===== config.mk =====
export PLATFORM = sky130hd
export DESIGN_NAME = fetch_unit
export DESIGN_NICKNAME = d
export VERILOG_FILES = /design/src/rtl/fetch_unit.sv
export SDC_FILE = /design/constraint.sdc
export NUM_CORES = 1
export LEC_CHECK = 0
export ABC_AREA = 1
export CAP_MARGIN = 25
export CORE_UTILIZATION = 44
export CTS_CLUSTER_SIZE = 28
export DETAILED_ROUTE_END_ITERATION = 10
export PLACE_DENSITY_LB_ADDON = 0.12
export SLEW_MARGIN = 20
export SYNTH_ARGS = -nofsm -noshare
export SYNTH_HDL_FRONTEND = slang
export SYNTH_SLANG_ARGS = --single-unit
export TNS_END_PERCENT = 10

===== constraint.sdc =====
create_clock -name clk -period 1.45 [get_ports clk]
set_input_delay 0.29 -clock clk [delete_from_list [all_inputs] [get_ports clk]]
set_output_delay 0.29 -clock clk [all_outputs]
set_load 0.05 [all_outputs]

===== src/rtl/fetch_unit.sv =====
// Instruction fetch stage: drives the ROM address, assembles 1/2-byte
// instructions and issues them to execute over a valid/ready handshake.
module fetch_unit #(
  parameter int ADDR_W = 8,
  parameter int DATA_W = 8,
  parameter logic [ADDR_W-1:0] RESET_PC = '0
) (
  input  logic              clk,
  input  logic              reset,
  output logic [ADDR_W-1:0] mem_address,
  input  logic [DATA_W-1:0] mem_data_in,
  output logic              instr_valid,
  input  logic              instr_ready,
  output logic [DATA_W-1:0] opcode,
  output logic [DATA_W-1:0] operand,
  output logic              has_operand,
  output logic              instr_illegal,
  output logic [ADDR_W-1:0] instr_pc,
  input  logic              branch_taken,
  input  logic [ADDR_W-1:0] branch_target
);

  typedef enum logic [2:0] {
    F_ADDR,
    F_OPC,
    O_ADDR,
    O_DATA,
    ISSUE
  } state_t;

  state_t state, state_nxt;

  logic [ADDR_W-1:0] pc;
  logic              two_byte;
  logic              alu_op;
  logic              handshake;

  assign mem_address = pc;
  assign instr_valid = (state == ISSUE);
  assign handshake   = instr_valid && instr_ready;

  // Opcode class is decoded straight off the ROM bus during F_OPC.
  always_comb begin
    two_byte = 1'b0;
    alu_op   = 1'b0;
    unique case (1'b1)
      (mem_data_in >= 8'h10 && mem_data_in <= 8'h15): two_byte = 1'b1;
      (mem_data_in >= 8'h30 && mem_data_in <= 8'h38): two_byte = 1'b1;
      (mem_data_in >= 8'h20 && mem_data_in <= 8'h27): alu_op   = 1'b1;
      default: ;
    endcase
  end

  always_ff @(posedge clk) begin
    if (reset) begin
      state <= F_ADDR;
    end else begin
      state <= state_nxt;
    end
  end

  always_comb begin
    state_nxt = state;
    unique case (state)
      F_ADDR: state_nxt = F_OPC;
      F_OPC:  state_nxt = two_byte ? O_ADDR : ISSUE;
      O_ADDR: state_nxt = O_DATA;
      O_DATA: state_nxt = ISSUE;
      ISSUE:  state_nxt = handshake ? F_ADDR : ISSUE;
      default: state_nxt = F_ADDR;
    endcase
  end

  always_ff @(posedge clk) begin
    if (reset) begin
      pc            <= RESET_PC;
      opcode        <= '0;
      operand       <= '0;
      instr_pc      <= '0;
      has_operand   <= 1'b0;
      instr_illegal <= 1'b0;
    end else begin
      unique case (state)
        F_OPC: begin
          opcode        <= mem_data_in;
          instr_pc      <= pc;
          pc            <= pc + ADDR_W'(1);
          has_operand   <= two_byte;
          instr_illegal <= !two_byte && !alu_op;
          if (!two_byte) begin
            operand <= '0;
          end
        end
        O_DATA: begin
          operand <= mem_data_in;
          pc      <= pc + ADDR_W'(1);
        end
        ISSUE: begin
          if (handshake && branch_taken) begin
            pc <= branch_target;
          end
        end
        default: ;
      endcase
    end
  end

endmodule


==> key figures, run 1 <==
Setup path
  • Critical Path RT: 1.16 ns
  • Crit Reg-Reg Startpoint: state[0]
  • R2R depth: 8
  • Cells along the critical path: nor2_4 -> nand2_4 -> clkinv_4 -> buf_12
  • Crit path max-delay cell type: dfxtp_4
  • Startpoint Class: flip-flop
  • Worst Path Max Fanout: 4
  • Critical path capture point type: output port
  • WP data arrival: 1.12 ns
  • CP Buf/Inv Count: 2
  • Worst R2R End: mem_address[3]
  • Setup CP Type: reg2out
  • Peak per-stage delay on the critical path: 0.38 ns
  • Crit path max-delay family: flip-flops
  • R2R setup slack: 0.14 ns

Clock network
  • Clk sink count: 37
  • CTS root buf: clkbuf_4
  • Clock transition at path regs: 0.10 ns
  • CTS H-tree lvls: 2
  • Hold Buf Count CTS: 0
  • Num CTS Buffers: 5
  • Skew-Pair Late Insertion Delay: 0.36 ns
  • TritonCTS clock tree: yes
  • Clock tree buffer depth: 2

Drt
  • DR WL/cell: 12.6 um
  • Iter 0 DRT Violations: 149
  • DR vias: 1701
  • DRC Markers: 0
  • Routed Antenna Nets: 0
  • Vias per cell: 5.03
  • Drt first pass iters: 4
  • Routed WL: 4250 um

Timing
  • Hold Slack: 0.477 ns
  • Tmin final: 1.41 ns
  • Max Freq: 711 MHz
  • Clock skew: 0.00753 ns
  • Final setup viols: 0
  • Slew margin rel.: 0.828
  • Period utilization: 0.970
  • Slew Viols, Final: 0
  • RSZ-0062 raised after global routing: yes
  • Final hold vios: 0
  • Worst Max-Slew Pin Slew: 0.257 ns

Synthesis
  • Cell area after synthesis: 1600 um2
  • Flops & latches, synth: 37
  • Post-synthesis area per instance: 7.36 um2
  • Synth Instances: 218
  • Post-Syn Nets: 239
  • Synth cell types: 24
  • Post-synthesis sequential area ratio: 0.462
  • Yosys warning total: 0

Die
  • Num rows: 21
  • Die area: 3890 um2
  • CORE AREA: 3420 um2
  • Die X: 62.4 um
  • IO Pins: 55
  • Die H: 62.4 um
  • Starting Density: 0.470

Min path
  • Hold Crit Endpoint: state[0]
  • Hold path cells: 1
  • Hold Path Class: reg2reg
  • Worst Min Path Start: state[0]

Global route
  • Largest net degree at the start of global routing: 22
  • Global-route wire length before repair: 7120 um
  • Antenna violations before repair: 0
  • Grt ovf: 0
  • Via count of the first global-routing pass: 1644
  • Total GRT Usage: 0.232

Layout
  • Most frequent cells in the layout: nand2_1 (49), buf_12 (37), dfxtp_1 (32)
  • Ant. Diodes: 0
  • Area growth, synth to finish: 72.2%
  • Share of layout cells above drive strength 1: 0.277
  • Post-route design area: 2760 um2
  • Fin cells: 338
  • Commonest non-fill, non-tap cell in the layout: nand2_1
  • Nets: 314

Power
  • Pwr per Cell Area: 953 nW/um2
  • VDD IR max: 677 uV
  • Power Total: 2.63 mW
  • Leak Pwr: 1.16 nW

Run status
  • Status: completed

Placement
  • Final HPWL DP: 3110 um
  • Port bufs: 54
  • Dpl cells: 329
  • Placer Congestion: 0.822
  • Placed Area: 2670 um2

Job
  • Max Cap Viol: 0
[synthesized netlist by cell type]
library cell,number,area share
inv_1,17,0.040
nand2_4,2,0.014
a31oi_1,2,0.0078
dfxtp_1,37,0.46
nor2_1,28,0.066
clkbuf_1,4,0.0094
or2_2,2,0.0078
buf_6,3,0.021
buf_4,2,0.0094
ha_1,1,0.0078
nand3_1,6,0.019
nand2_1,49,0.11
nor2_4,1,0.0070
nor2_2,1,0.0039
nand4_4,1,0.013
o21ai_0,22,0.069
nand4_1,3,0.012
o21ai_1,2,0.0062
nand2_2,1,0.0039
a21oi_1,27,0.084
o211ai_1,2,0.0094
inv_2,3,0.0070
nor3_1,1,0.0031
o22ai_1,1,0.0039
[state kept, by name (all words and copies together) (netlist names)]
name	count
instr_pc	8
mem_address	8
opcode	8
operand	8
state	3
has_operand	1
instr_illegal	1
[how the worst max path moves through the flow]
stage                    from              to  slack (ns)  cells after the start
6_report             state[0]     instr_valid        0.04                      4
5_1_grt              state[0]     instr_valid      0.0009                      4
4_1_cts              state[1]     instr_valid        0.02                      4
3_5_place_dp   mem_data_in[7]      operand[4]       -0.17                      8
3_3_place_gp   mem_data_in[6]      operand[7]       -0.08                      8
2_1_floorplan  mem_address[2]  mem_address[7]       -0.01                      7
[repair_timing]
action	4_1_cts	5_1_grt
setup buffers	2	1
cloned	0	0
gates resized for setup	7	5
endpoints found under the setup margin	1	2
pin swaps	1	2
[area by class of cell]
type	instances	area (um2)
clock inverter	1	5.00
fill	231	654
inverter	20	80.1
clock buffer	5	37.5
sequential	37	752
timing repair buffer	77	1090
multi-input combinational	152	737
tap	46	57.6
[worst reg2reg max path, cell delays in order (launching register included)]
cell and delay, ns:
dfxtp_4 0.38, nor2_4 0.13, nand2_4 0.07, buf_6 0.14
buf_4 0.14, nor2_2 0.07, a21oi_1 0.05, o211ai_1 0.18
inv_1 0.05
[stage by stage]
stage | setup WS (ns) | util | TNS, ns
after floorplan | -0.0135 | - | -0.0135
after global placement | -0.0818 | 0.781 | -0.854
after CTS | 0.0226 | 0.803 | 0
after detailed placement | -0.170 | 0.781 | -1.81
final | 0.0432 | 0.808 | 0
after global routing | 0.000856 | 0.808 | 0
[layer usage]
metal	global-route usage	part of all wire	vias up
met5	0	0	-
met4	0.102	0.018	0
met1	0.276	0.43	777
li1	-	-	857
met2	0.386	0.49	59
met3	0.0693	0.059	8
[where the power goes]
part / internal [mW] / leakage (nW) / switching, mW
combinational: 0.450 / 0.832 / 0.494
clock: 0.168 / 0.0269 / 0.331
sequential: 1.09 / 0.305 / 0.0953
total: 1.71 / 1.16 / 0.921
[logic make-up (layout without fill, tap and decap cells)]
group	after synthesis	in the layout	synth area share
AOI/OAI and AO/OA	56	56	0.180
adders and majority gates	1	1	0.00780
buffers and inverters	29	103	0.0866
DFF	37	37	0.462
and+or+nand+nor	95	95	0.264
No activity file was read; power rests on OpenSTA's default activity.
==> run 2, diff against run 1 <==
--- a/config.mk
+++ b/config.mk
@@ -7,10 +7,11 @@
 export LEC_CHECK = 0
 export ABC_AREA = 1
 export CAP_MARGIN = 25
-export CORE_UTILIZATION = 44
+export CORE_MARGIN = 2
+export CORE_UTILIZATION = 40
 export CTS_CLUSTER_SIZE = 28
 export DETAILED_ROUTE_END_ITERATION = 10
-export PLACE_DENSITY_LB_ADDON = 0.12
+export PLACE_DENSITY = 0.72
 export SLEW_MARGIN = 20
 export SYNTH_ARGS = -nofsm -noshare
 export SYNTH_HDL_FRONTEND = slang
==> key figures, run 2 (synthesized netlist as in run 1, its figures left out) <==
Setup path
  • CP Buf/Inv Count: 2 (unchanged)
  • Startpoint Class: flip-flop (unchanged)
  • Setup CP Type: reg2out (unchanged)
  • Crit path max-delay family: flip-flops (unchanged)
  • WP data arrival: 1.14 ns (was 1.12 ns)
  • R2R setup slack: 0.08 ns (was 0.14 ns)
  • Critical path capture point type: output port (unchanged)
  • Crit path max-delay cell type: dfxtp_2 (was dfxtp_4)
  • Cells along the critical path: nor2_2 -> nand2_4 -> inv_6 -> buf_12 (was nor2_4 -> nand2_4 -> clkinv_4 -> buf_12)
  • Critical Path RT: 1.16 ns (about the same)
  • Peak per-stage delay on the critical path: 0.36 ns (was 0.38 ns)
  • Worst Path Max Fanout: 8 (was 4)

Global route
  • Largest net degree at the start of global routing: 17 (was 22)
  • Total GRT Usage: 0.208 (was 0.232)
  • Antenna violations before repair: 0 (unchanged)
  • Most used routing layer: met2 (unchanged)
  • Met3 Usage GRT: 0.0517 (was 0.0693)
  • Grt ovf: 0 (unchanged)
  • Global-route wire length before repair: 7200 um (was 7120 um)
  • Met2 usage: 0.349 (was 0.386)
  • Via count of the first global-routing pass: 1666 (was 1644)
  • Met1 Track Usage GR: 0.246 (was 0.276)

Placement
  • Placer Congestion: 0.806 (was 0.822)
  • Final HPWL DP: 3160 um (was 3110 um)
  • Port bufs: 54 (unchanged)
  • Dpl cells: 335 (was 329)

Die
  • CORE AREA: 3940 um2 (was 3420 um2)
  • IO Pins: 55 (unchanged)
  • Die X: 67.3 um (was 62.4 um)
  • Die area: 4530 um2 (was 3890 um2)
  • Num rows: 23 (was 21)
  • Starting Density: 0.407 (was 0.470)
  • Die H: 67.3 um (was 62.4 um)

Drt
  • Routed Antenna Nets: 0 (unchanged)
  • Iter 0 DRT Violations: 145 (was 149)
  • DR vias: 1700 (was 1701)
  • Routed WL: 4260 um (was 4250 um)
  • Vias per cell: 4.94 (was 5.03)
  • DRC Markers: 0 (unchanged)
  • Drt first pass iters: 4 (unchanged)
  • DR WL/cell: 12.4 um (was 12.6 um)

Timing
  • RSZ-0062 raised after global routing: yes (unchanged)
  • Clock skew: 0.00889 ns (was 0.00753 ns)
  • Final setup viols: 0 (unchanged)
  • Worst Max-Slew Pin Slew: 0.282 ns (was 0.257 ns)
  • Slew margin rel.: 0.812 (was 0.828)
  • Slew Viols, Final: 0 (unchanged)
  • Setup TNS: 0 ns (unchanged)
  • Max Freq: 702 MHz (was 711 MHz)
  • Period utilization: 0.983 (was 0.970)
  • Final hold vios: 0 (unchanged)
  • Tmin final: 1.43 ns (was 1.41 ns)

Layout
  • Nets: 314 (unchanged)
  • Most frequent cells in the layout: nand2_1 (49), buf_12 (36), dfxtp_1 (34) (was nand2_1 (49), buf_12 (37), dfxtp_1 (32))
  • Commonest non-fill, non-tap cell in the layout: nand2_1 (unchanged)
  • Fill count: 283 (was 231)
  • Ant. Diodes: 0 (unchanged)
  • Final Util: 0.713 (was 0.808)
  • Area growth, synth to finish: 75.3% (was 72.2%)
  • Share of layout cells above drive strength 1: 0.272 (was 0.277)
  • Fin cells: 344 (was 338)

Clock network
  • Clock tree buffer depth: 2 (unchanged)
  • CTS root buf: clkbuf_8 (was clkbuf_4)
  • Num CTS Buffers: 5 (unchanged)
  • Clock transition at path regs: 0.08 ns (was 0.10 ns)
  • Clk sink count: 37 (unchanged)
  • Hold Buf Count CTS: 0 (unchanged)
  • Skew-Pair Late Insertion Delay: 0.29 ns (was 0.36 ns)
  • CTS H-tree lvls: 2 (unchanged)
  • TritonCTS clock tree: yes (unchanged)

Run status
  • Status: completed (unchanged)

Job
  • Max Cap Viol: 0 (unchanged)

Power
  • VDD IR max: 687 uV (was 677 uV)
  • Pwr per Cell Area: 1090 nW/um2 (was 953 nW/um2)
  • Leak Pwr: 1.19 nW (was 1.16 nW)

Min path
  • Hold Path Class: reg2reg (unchanged)
run 2: changes by cell type in the layout (fill, tap and decap cells not counted), sizes merged:
| cell | previous run | this run |
|---|---|---|
| clkbuf | 5 | 7 |
| clkinv | 2 | 0 |
| bufinv | 0 | 1 |
| inv | 19 | 20 |
run 2: area by class of cell:
cell class,count,area (um2),area share
clock buffer,7,86.3,0.0307
clock inverter,1,30.0,0.0107
inverter,20,80.1,0.0285
multi-input combinational,152,732,0.260
sequential,37,744,0.265
tap,50,62.6,0.0223
timing repair buffer,77,1080,0.383
run 2: metrics by stage:
step	cell area, um2	power, mW	hold WS [ns]	setup WS (ns)
3_3_place_gp	2670	2.13	0.490	-0.106
5_1_grt	2810	3.17	0.532	-0.0274
2_1_floorplan	1610	1.66	0.425	-0.0135
4_1_cts	2810	3.07	0.508	0.0170
3_5_place_dp	2670	2.14	0.494	-0.203
6_report	2810	3.06	0.505	0.0246
run 2: routing by layer:
metal	vias to the layer above	routed length (um)
met5	-	0
met4	0	70
met3	9	283
met2	64	2090
met1	764	1810
li1	863	-
run 2: worst paths after layout:
check                              startpoint              to  depth (start not counted)
worst max-delay path                 state[1]     instr_valid                          4
worst max register to register       state[1]  mem_address[6]                          6
worst min register to register  instr_illegal   instr_illegal                          2
worst min-delay path            instr_illegal   instr_illegal                          2
run 2: tightest hold or removal path: stages (launching register included):
cell	delay [ns]
dfxtp_1	0.34
nand2_1	0.07
a21oi_1	0.05
run 2: timing repair:
action                     CTS  global route
pin swaps                    1             0
setup endpoints to repair    1             3
gates resized for setup      4             1
setup buffers                1             0
cloned                       0             0
run 2: power by group:
group | switching [mW] | internal [mW]
logic | 0.496 | 0.446
clock network | 0.365 | 0.561
registers | 0.0926 | 1.10
total | 0.953 | 2.10
==> run 3, diff against run 2 <==
==> constraint.sdc (replaced) <==
create_clock -name clk -period 1.68 [get_ports clk]
set_input_delay 0.336 -clock clk [delete_from_list [all_inputs] [get_ports clk]]
set_output_delay 0.336 -clock clk [all_outputs]
set_load 0.05 [all_outputs]
==> key figures, run 3 (synthesized netlist as in run 1, its figures left out) <==
Run status
  • Status: completed (unchanged)

Power
  • Comb power frac: 0.284 (was 0.308)
  • Clock power frac: 0.274 (was 0.303)
  • Int Pwr: 1.50 mW (was 2.10 mW)
  • Leak Pwr: 1.01 nW (was 1.19 nW)
  • Pwr per Cell Area: 990 nW/um2 (was 1090 nW/um2)
  • Sequential Power Share: 0.442 (was 0.389)
  • Net switching power: 0.757 mW (was 0.953 mW)
  • Switching part of the total power: 0.335 (was 0.312)
  • Power Total: 2.26 mW (was 3.06 mW)
  • VDD IR max: 573 uV (was 687 uV)

Drt
  • DR vias: 1594 (was 1700)
  • DRC Markers: 0 (unchanged)
  • Routed Antenna Nets: 0 (unchanged)
  • Routed WL: 3790 um (was 4260 um)
  • Iter 0 DRT Violations: 93 (was 145)
  • DR WL/cell: 11.5 um (was 12.4 um)
  • Vias per cell: 4.83 (was 4.94)
  • Drt first pass iters: 4 (unchanged)

Timing
  • Slew Viols, Final: 0 (unchanged)
  • Period utilization: 0.937
  • Hold Slack: 0.465 ns (was 0.505 ns)
  • Setup TNS: 0 ns (unchanged)
  • Clock skew: 0.00375 ns (was 0.00889 ns)
  • Final hold vios: 0 (unchanged)
  • Worst Max-Slew Pin Slew: 0.370 ns (was 0.282 ns)
  • Final setup viols: 0 (unchanged)
  • Slew margin rel.: 0.753 (was 0.812)
  • Tmin final: 1.57 ns
  • Min setup slack post-route: 0.105 ns (was 0.0246 ns)
  • Max Freq: 635 MHz
  • RSZ-0062 raised after global routing: no (was yes)

Global route
  • Global-route wire length before repair: 6150 um (was 7200 um)
  • Total GRT Usage: 0.181 (was 0.208)
  • Antenna violations before repair: 0 (unchanged)
  • Via count of the first global-routing pass: 1410 (was 1666)
  • Grt ovf: 0 (unchanged)
  • Largest net degree at the start of global routing: 17 (unchanged)

Layout
  • Nets: 301 (was 314)
  • Commonest non-fill, non-tap cell in the layout: nand2_1 (unchanged)
  • Ant. Diodes: 0 (unchanged)
  • Final Util: 0.578 (was 0.713)
  • Post-route design area: 2280 um2 (was 2810 um2)
  • Register area: 741 um2 (was 744 um2)
  • Share of layout cells above drive strength 1: 0.221 (was 0.272)
  • Most frequent cells in the layout: nand2_1 (49), buf_4 (41), dfxtp_1 (37) (was nand2_1 (49), buf_12 (36), dfxtp_1 (34))
  • Fin cells: 330 (was 344)
  • Multi-input logic area: 734 um2 (was 732 um2)
  • Fill count: 391 (was 283)
  • Area growth, synth to finish: 42.1% (was 75.3%)

Die
  • CORE AREA: 3940 um2 (unchanged)
  • Die H: 67.3 um (unchanged)
  • IO Pins: 55 (unchanged)
  • Starting Density: 0.407 (unchanged)
  • Die area: 4530 um2 (unchanged)
  • Die X: 67.3 um (unchanged)
  • Num rows: 23 (unchanged)

Setup path
  • Startpoint Class: flip-flop (unchanged)
  • Crit Reg-Reg Startpoint: state[0] (was state[1])
  • Cells along the critical path: nor2_4 -> nand2_4 -> inv_4 -> buf_12 (was nor2_2 -> nand2_4 -> inv_6 -> buf_12)
  • CP Buf/Inv Count: 2 (unchanged)
  • R2R depth: 6 (unchanged)
  • WP data arrival: 1.24 ns (was 1.14 ns)
  • Crit path max-delay family: flip-flops (unchanged)
  • Crit path from: state[0] (was state[1])
  • Critical Path RT: 1.34 ns (was 1.16 ns)
  • Peak per-stage delay on the critical path: 0.38 ns (was 0.36 ns)
  • R2R setup slack: 0.23 ns (was 0.08 ns)
  • Critical path capture point type: output port (unchanged)
  • Crit path max-delay cell type: dfxtp_1 (was dfxtp_2)
  • Worst Path Max Fanout: 14 (was 8)
  • Setup CP Type: reg2out (unchanged)
  • Worst R2R End: operand[2] (was mem_address[6])

Clock network
  • Clk sink count: 37 (unchanged)
  • Clock transition at path regs: 0.07 ns (was 0.08 ns)
  • Clock tree buffer depth: 2 (unchanged)
  • Num CTS Buffers: 5 (unchanged)
  • Skew-Pair Late Insertion Delay: 0.29 ns (about the same)
  • CTS root buf: clkbuf_8 (unchanged)
  • CTS H-tree lvls: 2 (unchanged)
  • TritonCTS clock tree: yes (unchanged)

Placement
  • Placed Area: 2180 um2 (was 2670 um2)
  • Dpl cells: 323 (was 335)
  • Placer Congestion: 0.790 (was 0.806)
  • Final HPWL DP: 2850 um (was 3160 um)
  • Pre-CTS WS: 0.00271 ns (was -0.203 ns)
  • Port bufs: 54 (unchanged)

Min path
  • Worst Min Path Start: operand[0] (was instr_illegal)
  • Hold Crit Endpoint: operand[0] (was instr_illegal)
  • Hold path cells: 2 (unchanged)
  • Hold Path Class: reg2reg (unchanged)

Job
  • Max Cap Viol: 0 (unchanged)
run 3: cell count changes in the layout (fill, tap and decap cells not counted), sizes merged:
cell,change
buf,-13
bufinv,-1
run 3: area by class of cell:
class                      count  share of cell area
timing repair buffer          64               0.254
inverter                      20              0.0340
tap                           50              0.0274
sequential                    37               0.325
multi-input combinational    152               0.322
clock buffer                   7              0.0379
run 3: worst max-delay path by stage:
stage | end | slack [ns] | cells past startpoint
4_1_cts | instr_valid | 0.02 | 4
6_report | instr_valid | 0.11 | 4
5_1_grt | instr_valid | 0.02 | 4
3_3_place_gp | operand[7] | 0.08 | 8
3_5_place_dp | operand[1] | 0.003 | 8
2_1_floorplan | mem_address[6] | 0.17 | 6
run 3: power groups by stage:
stage                     clock network [mW]  registers (mW)  logic, mW
after global routing                   0.675            1.01      0.694
final                                  0.618           0.997      0.642
after global placement                     0            1.01      0.639
after floorplan                            0            1.22      0.213
after CTS                              0.641           0.995      0.644
after detailed placement                   0            1.01      0.641
run 3: per-layer routing:
layer | track usage | wire length, um
met2 | 0.308 | 1760
met1 | 0.214 | 1730
met4 | 0.0612 | 57
met3 | 0.0600 | 242
met5 | 0 | 0
run 3: worst min-delay path, delay by kind of cell (launching register included):
| kind | cells | cell delay [ns] |
|---|---|---|
| AOI/OAI and AO/OA | 1 | 0.05 |
| and+or+nand+nor | 1 | 0.06 |
| DFF | 1 | 0.31 |
run 3: repair_timing:
action | CTS | global route
endpoints found under the hold margin | 0 | 0
hold buffers | 0 | 0
buffers inserted | 0 | 0
endpoints found under the setup margin | 1 | 1
pin swaps | 0 | 0
resized for setup | 1 | 2
